### src/rtl/fml_video_arbiter.sv
// -----------------------------------------------------------------------------
// fml_video_arbiter
//   Two-master arbiter in front of the single FML memory port. The text-mode
//   video fetcher (read-only, deadline-bound) has fixed priority over the CPU
//   bridge (read/write). A grant is held until the slave acks, and each grant
//   carries exactly one transaction. Every transaction is followed by one dead
//   IDLE cycle before the next arbitration.
//
//   Optional feature, selected by the macro FML_ARB_STARVE_GUARD_EN:
//     A 3-bit counter tracks consecutive video grants issued while the CPU is
//     waiting. Once it reaches STARVE_MAX, the next IDLE arbitration goes to
//     the CPU even when video is also requesting. Without the macro the
//     arbiter uses strict video priority and the counter is not built.
//
// Ports
//   clk, rst        clock; synchronous active-high reset
//   vid_adr/stb     video read request (stb held until vid_ack)
//   vid_ack         video transaction complete (combinational from s_ack)
//   cpu_adr/stb/we/sel/do  CPU request (stb held until cpu_ack)
//   cpu_ack         CPU transaction complete (combinational from s_ack)
//   m_di            read data (s_di broadcast to both masters)
//   s_adr/stb/we/sel/do    registered slave request
//   s_ack, s_di     slave single-cycle ack and read data
// -----------------------------------------------------------------------------
module fml_video_arbiter #(
   parameter int fml_depth  = 25,
   parameter int STARVE_MAX = 4
) (
   input  logic                 clk,
   input  logic                 rst,
   input  logic [fml_depth-1:0] vid_adr,
   input  logic                 vid_stb,
   output logic                 vid_ack,
   input  logic [fml_depth-1:0] cpu_adr,
   input  logic                 cpu_stb,
   input  logic                 cpu_we,
   input  logic [1:0]           cpu_sel,
   input  logic [15:0]          cpu_do,
   output logic                 cpu_ack,
   output logic [15:0]          m_di,
   output logic [fml_depth-1:0] s_adr,
   output logic                 s_stb,
   output logic                 s_we,
   output logic [1:0]           s_sel,
   output logic [15:0]          s_do,
   input  logic                 s_ack,
   input  logic [15:0]          s_di
);

   typedef enum logic [1:0] {
      ST_IDLE = 2'd0,
      ST_VID  = 2'd1,
      ST_CPU  = 2'd2
   } state_t;

   state_t r_state;
   state_t w_next;
   logic   w_grant_vid;
   logic   w_grant_cpu;
   logic   w_starve_fire;

`ifdef FML_ARB_STARVE_GUARD_EN
   localparam logic [2:0] LP_STARVE_MAX = 3'(STARVE_MAX);

   logic [2:0] r_starve_cnt;

   // The CPU overrides video only once it has waited through STARVE_MAX
   // consecutive video grants and is still requesting.
   assign w_starve_fire = (r_starve_cnt == LP_STARVE_MAX) && cpu_stb;

   // The counter only moves in IDLE, which is where grants are issued.
   always_ff @(posedge clk) begin
      if (rst) begin
         r_starve_cnt <= 3'd0;
      end else if (r_state == ST_IDLE) begin
         if (w_grant_cpu || !cpu_stb) begin
            r_starve_cnt <= 3'd0;
         end else if (w_grant_vid && (r_starve_cnt != LP_STARVE_MAX)) begin
            r_starve_cnt <= r_starve_cnt + 3'd1;
         end
      end
   end
`else
   assign w_starve_fire = 1'b0;
`endif

   // State register
   always_ff @(posedge clk) begin
      if (rst) begin
         r_state <= ST_IDLE;
      end else begin
         r_state <= w_next;
      end
   end

   // Arbitration and next state
   always_comb begin
      w_next      = r_state;
      w_grant_vid = 1'b0;
      w_grant_cpu = 1'b0;
      case (r_state)
         ST_IDLE: begin
            if (vid_stb && !w_starve_fire) begin
               w_grant_vid = 1'b1;
               w_next      = ST_VID;
            end else if (cpu_stb) begin
               w_grant_cpu = 1'b1;
               w_next      = ST_CPU;
            end
         end
         ST_VID, ST_CPU: begin
            if (s_ack) begin
               w_next = ST_IDLE;
            end
         end
         default: w_next = ST_IDLE;
      endcase
   end

   // Slave request registers: loaded on a grant, frozen until s_ack.
   always_ff @(posedge clk) begin
      if (rst) begin
         s_stb <= 1'b0;
         s_we  <= 1'b0;
         s_adr <= '0;
         s_sel <= 2'b00;
         s_do  <= 16'h0000;
      end else if (w_grant_vid) begin
         s_stb <= 1'b1;
         s_we  <= 1'b0;
         s_adr <= vid_adr;
         s_sel <= 2'b11;
      end else if (w_grant_cpu) begin
         s_stb <= 1'b1;
         s_we  <= cpu_we;
         s_adr <= cpu_adr;
         s_sel <= cpu_sel;
         s_do  <= cpu_do;
      end else if ((r_state != ST_IDLE) && s_ack) begin
         s_stb <= 1'b0;
      end
   end

   // Acks are gated by the current grant, so a stray s_ack in IDLE never
   // reaches either master.
   assign vid_ack = s_ack && (r_state == ST_VID);
   assign cpu_ack = s_ack && (r_state == ST_CPU);
   assign m_di    = s_di;

endmodule
### config.mk
export PLATFORM = sky130hd
export DESIGN_NAME = fml_video_arbiter
export DESIGN_NICKNAME = d
export VERILOG_FILES = /design/src/rtl/fml_video_arbiter.sv
export SDC_FILE = /design/constraint.sdc
export NUM_CORES = 1
export LEC_CHECK = 0
export CAP_MARGIN = 20
export CORE_UTILIZATION = 36
export CTS_CLUSTER_DIAMETER = 200
export DETAILED_ROUTE_END_ITERATION = 10
export PLACE_DENSITY = 0.93
export SLEW_MARGIN = 15
export SYNTH_ARGS = -nofsm -noshare
export SYNTH_HDL_FRONTEND = slang
export SYNTH_SLANG_ARGS = --single-unit
### constraint.sdc
create_clock -name clk -period 1.6 [get_ports clk]
set_clock_uncertainty 0.15 [all_clocks]
set_input_delay 0.48 -clock clk [delete_from_list [all_inputs] [get_ports clk]]
set_output_delay 0.48 -clock clk [all_outputs]
set_load 0.01 [all_outputs]
==> impl_metrics.yaml <==
route:
  dr_wl_met3_um: 598
  route.antenna.remaining_nets: 0
  firstDrtPassIters: 4
  drt-wirelength-per-cell_um: 14.38
  num_vias: 2074
  drt-initial-drc-count: 62
  drc: 0
  drt-total-wl_um: 6182
  vias_per_cell: 4.823
  wl_met2_um: 3134
  m1WireLength_um: 2329
  routed.top_layer: "met4"
logic_synthesis:
  ys_seq_area_share_pct: 41.18
  yosys.area.top_type: "dfxtp_1"
  avgSynthCellArea_sq_um: 9.722
  ys_types: 26
  ys_ff_latch: 47
  synth_top_area_share_pct: 41.18
  synth_nets: 329
  netlist_area_sq_mm: 0.002285
  yosys_warnings: 0
  syn_inst: 235
  synthTopCellsByArea: "dfxtp_1 (41%), a211oi_2 (14%), mux2i_1 (11%)"
place:
  dp_hpwl_um: 4206
  gp_congestion: 0.6845
  place_ws_ns: -0.6518
  io_buffers: 120
  dp_cells: 414
timing:
  min_period_ns: 1.753
  worst_pin_slew_ns: 0.2734
  rsz0062_at_grt: "true"
  finalWorstSetupSlack_ns: -0.1534
  fin_hold_ws_ns: 0.3043
  hold_viol_final: 0
  fmax_mhz: 570.3
  slew_viol_final: 0
  post-route-period-util_pct: 109.6
  finalSetupViolCount: 2
  slew_headroom_pct: 81.77
final_layout:
  fin_util_pct: 64.39
  layout-drive-gt1-share_pct: 28.17
  final_common_cell: "clkdlybuf4s50_1"
  num_antenna_cells: 0
  area_delta_synth_final_pct: 69.82
  fin_cells: 430
  num-nets-final: 448
  final_cell_mix: "clkdlybuf4s50_1 (69), dfxtp_1 (43), nand2_1 (32)"
global_route:
  grt_max_degree: 48
  grt_pass1_wl_um: 9177
  grt_pass1_vias: 2030
  antenna_found_initial: 0
  overflow: 0
  grt_usage_pct: 18.06
pwr:
  power_w: 0.003591
  leakagePower_nw: 1.639
  power_density_mw_per_mm2: 925.6
  ir_drop_mv: 0.6196
clock_network:
  htree_levels: 2
  clkTransAtPathRegs_ns: 0.08
  cts_tree: "yes"
  clock_path_buffers: 2
  clkLatencyLatePin_ns: 0.29
  numCtsBuffers: 5
  cts_num_sinks: 47
  root_buffer: "clkbuf_8"
die:
  row_count: 28
  placeableCoreArea_sq_mm: 0.006026
  die_h_um: 81.67
  ios: 153
  die_x_um: 81.67
  start_util_pct: 37.92
  dieArea_sq_mm: 0.006669
worst_hold_path:
  hold_class: "reg -> reg"
critical_path:
  crit_type: "reg -> out"
  cp-end-kind: "output pin"
  crit_required_ns: 0.97
  cp-start-kind: "register"
  path_max_fanout: 3
  arrival_ns: 1.12
run_status:
  outcome: "finished with violations"
  violations: "setup timing"
flow_run:
  drv_cap: 0
per-layer routing:
layer / global-route usage [%] / vias up
met5: 0 / -
li1: - / 1024
met1: 18.73 / 942
met3: 6.333 / 15
met2: 33.75 / 93
met4: 5.614 / 0
cell families (layout without fill, tap and decap cells):
logic type | count (synthesis) | after routing | share of synthesized area (%)
compound gates | 52 | 52 | 19.93
fa+ha+maj | 4 | 4 | 2.191
buf+inv | 37 | 157 | 12.38
flops | 47 | 47 | 41.18
mux | 25 | 25 | 10.95
simple gates | 70 | 70 | 13.36
what timing repair did:
item | CTS | global route
setup endpoints to repair | 91 | 46
hold buffers | 0 | 0
resized for setup | 74 | 55
cloned | 3 | 1
setup buffers | 4 | 1
pin swaps | 8 | 20
endpoints found under the hold margin | 0 | 0
worst max-delay path, cell delays in order (launching register included):
cell     delay (ns)
dfxtp_4        0.39
inv_4          0.05
ha_4           0.15
and2_4         0.13
buf_6          0.11
worst paths after layout:
check	startpoint	end	slack [ns]	cells after the start
setup / recovery	r_state[0]	cpu_ack	-0.15	4
hold / removal	s_do[4]	s_do[4]	0.30	2
setup reg to reg	r_state[0]	s_adr[9]	0.01	7
hold reg to reg	s_do[4]	s_do[4]	0.30	2
area by class of cell:
cell class	count	area, sq um
Multi-Input combinational cell	151	1187
Timing Repair Buffer	146	1499
Clock inverter	2	60.06
Fill cell	473	2146
Tap cell	75	93.84
Clock buffer	6	72.57
Inverter	3	16.27
Sequential cell	47	950.9
synthesized netlist by cell type:
master	number
inv_1	3
nand2b_1	2
buf_8	1
nand4b_1	1
mux2i_1	25
nor2b_1	1
buf_4	18
nand3b_2	1
o21ai_0	4
clkbuf_1	3
a22oi_1	1
a21oi_1	19
dfxtp_1	47
nor2_1	25
o22ai_1	2
o21a_1	1
and3b_1	1
buf_6	8
a211oi_2	25
buf_2	4
nor2_2	3
nor3b_1	1
nand2_1	32
ha_1	4
and2_1	2
nand3_1	1
flip-flops by register name, summed over array words and instances, names as in the netlist:
signal,flops
s_stb,1
s_do,16
s_adr,25
s_sel,2
s_we,1
r_state,2
through the flow:
step	cell area [sq um]	TNS (ns)
after floorplan	2285	0
after global placement	3472	-14.52
after detailed placement	3472	-15.60
after CTS	3710	-0.3398
after global routing	3880	-0.6126
final	3880	-0.2909
power breakdown:
part	leakage (nW)	total (W)	internal (W)	switching [W]
combinational	1.18	0.00119	0.000679	0.000513
clock	0.0654	0.00102	0.000624	0.000391
sequential	0.390	0.00138	0.00130	0.0000838
total	1.64	0.00359	0.00260	0.000988
Power figures use the tool's default switching activity.
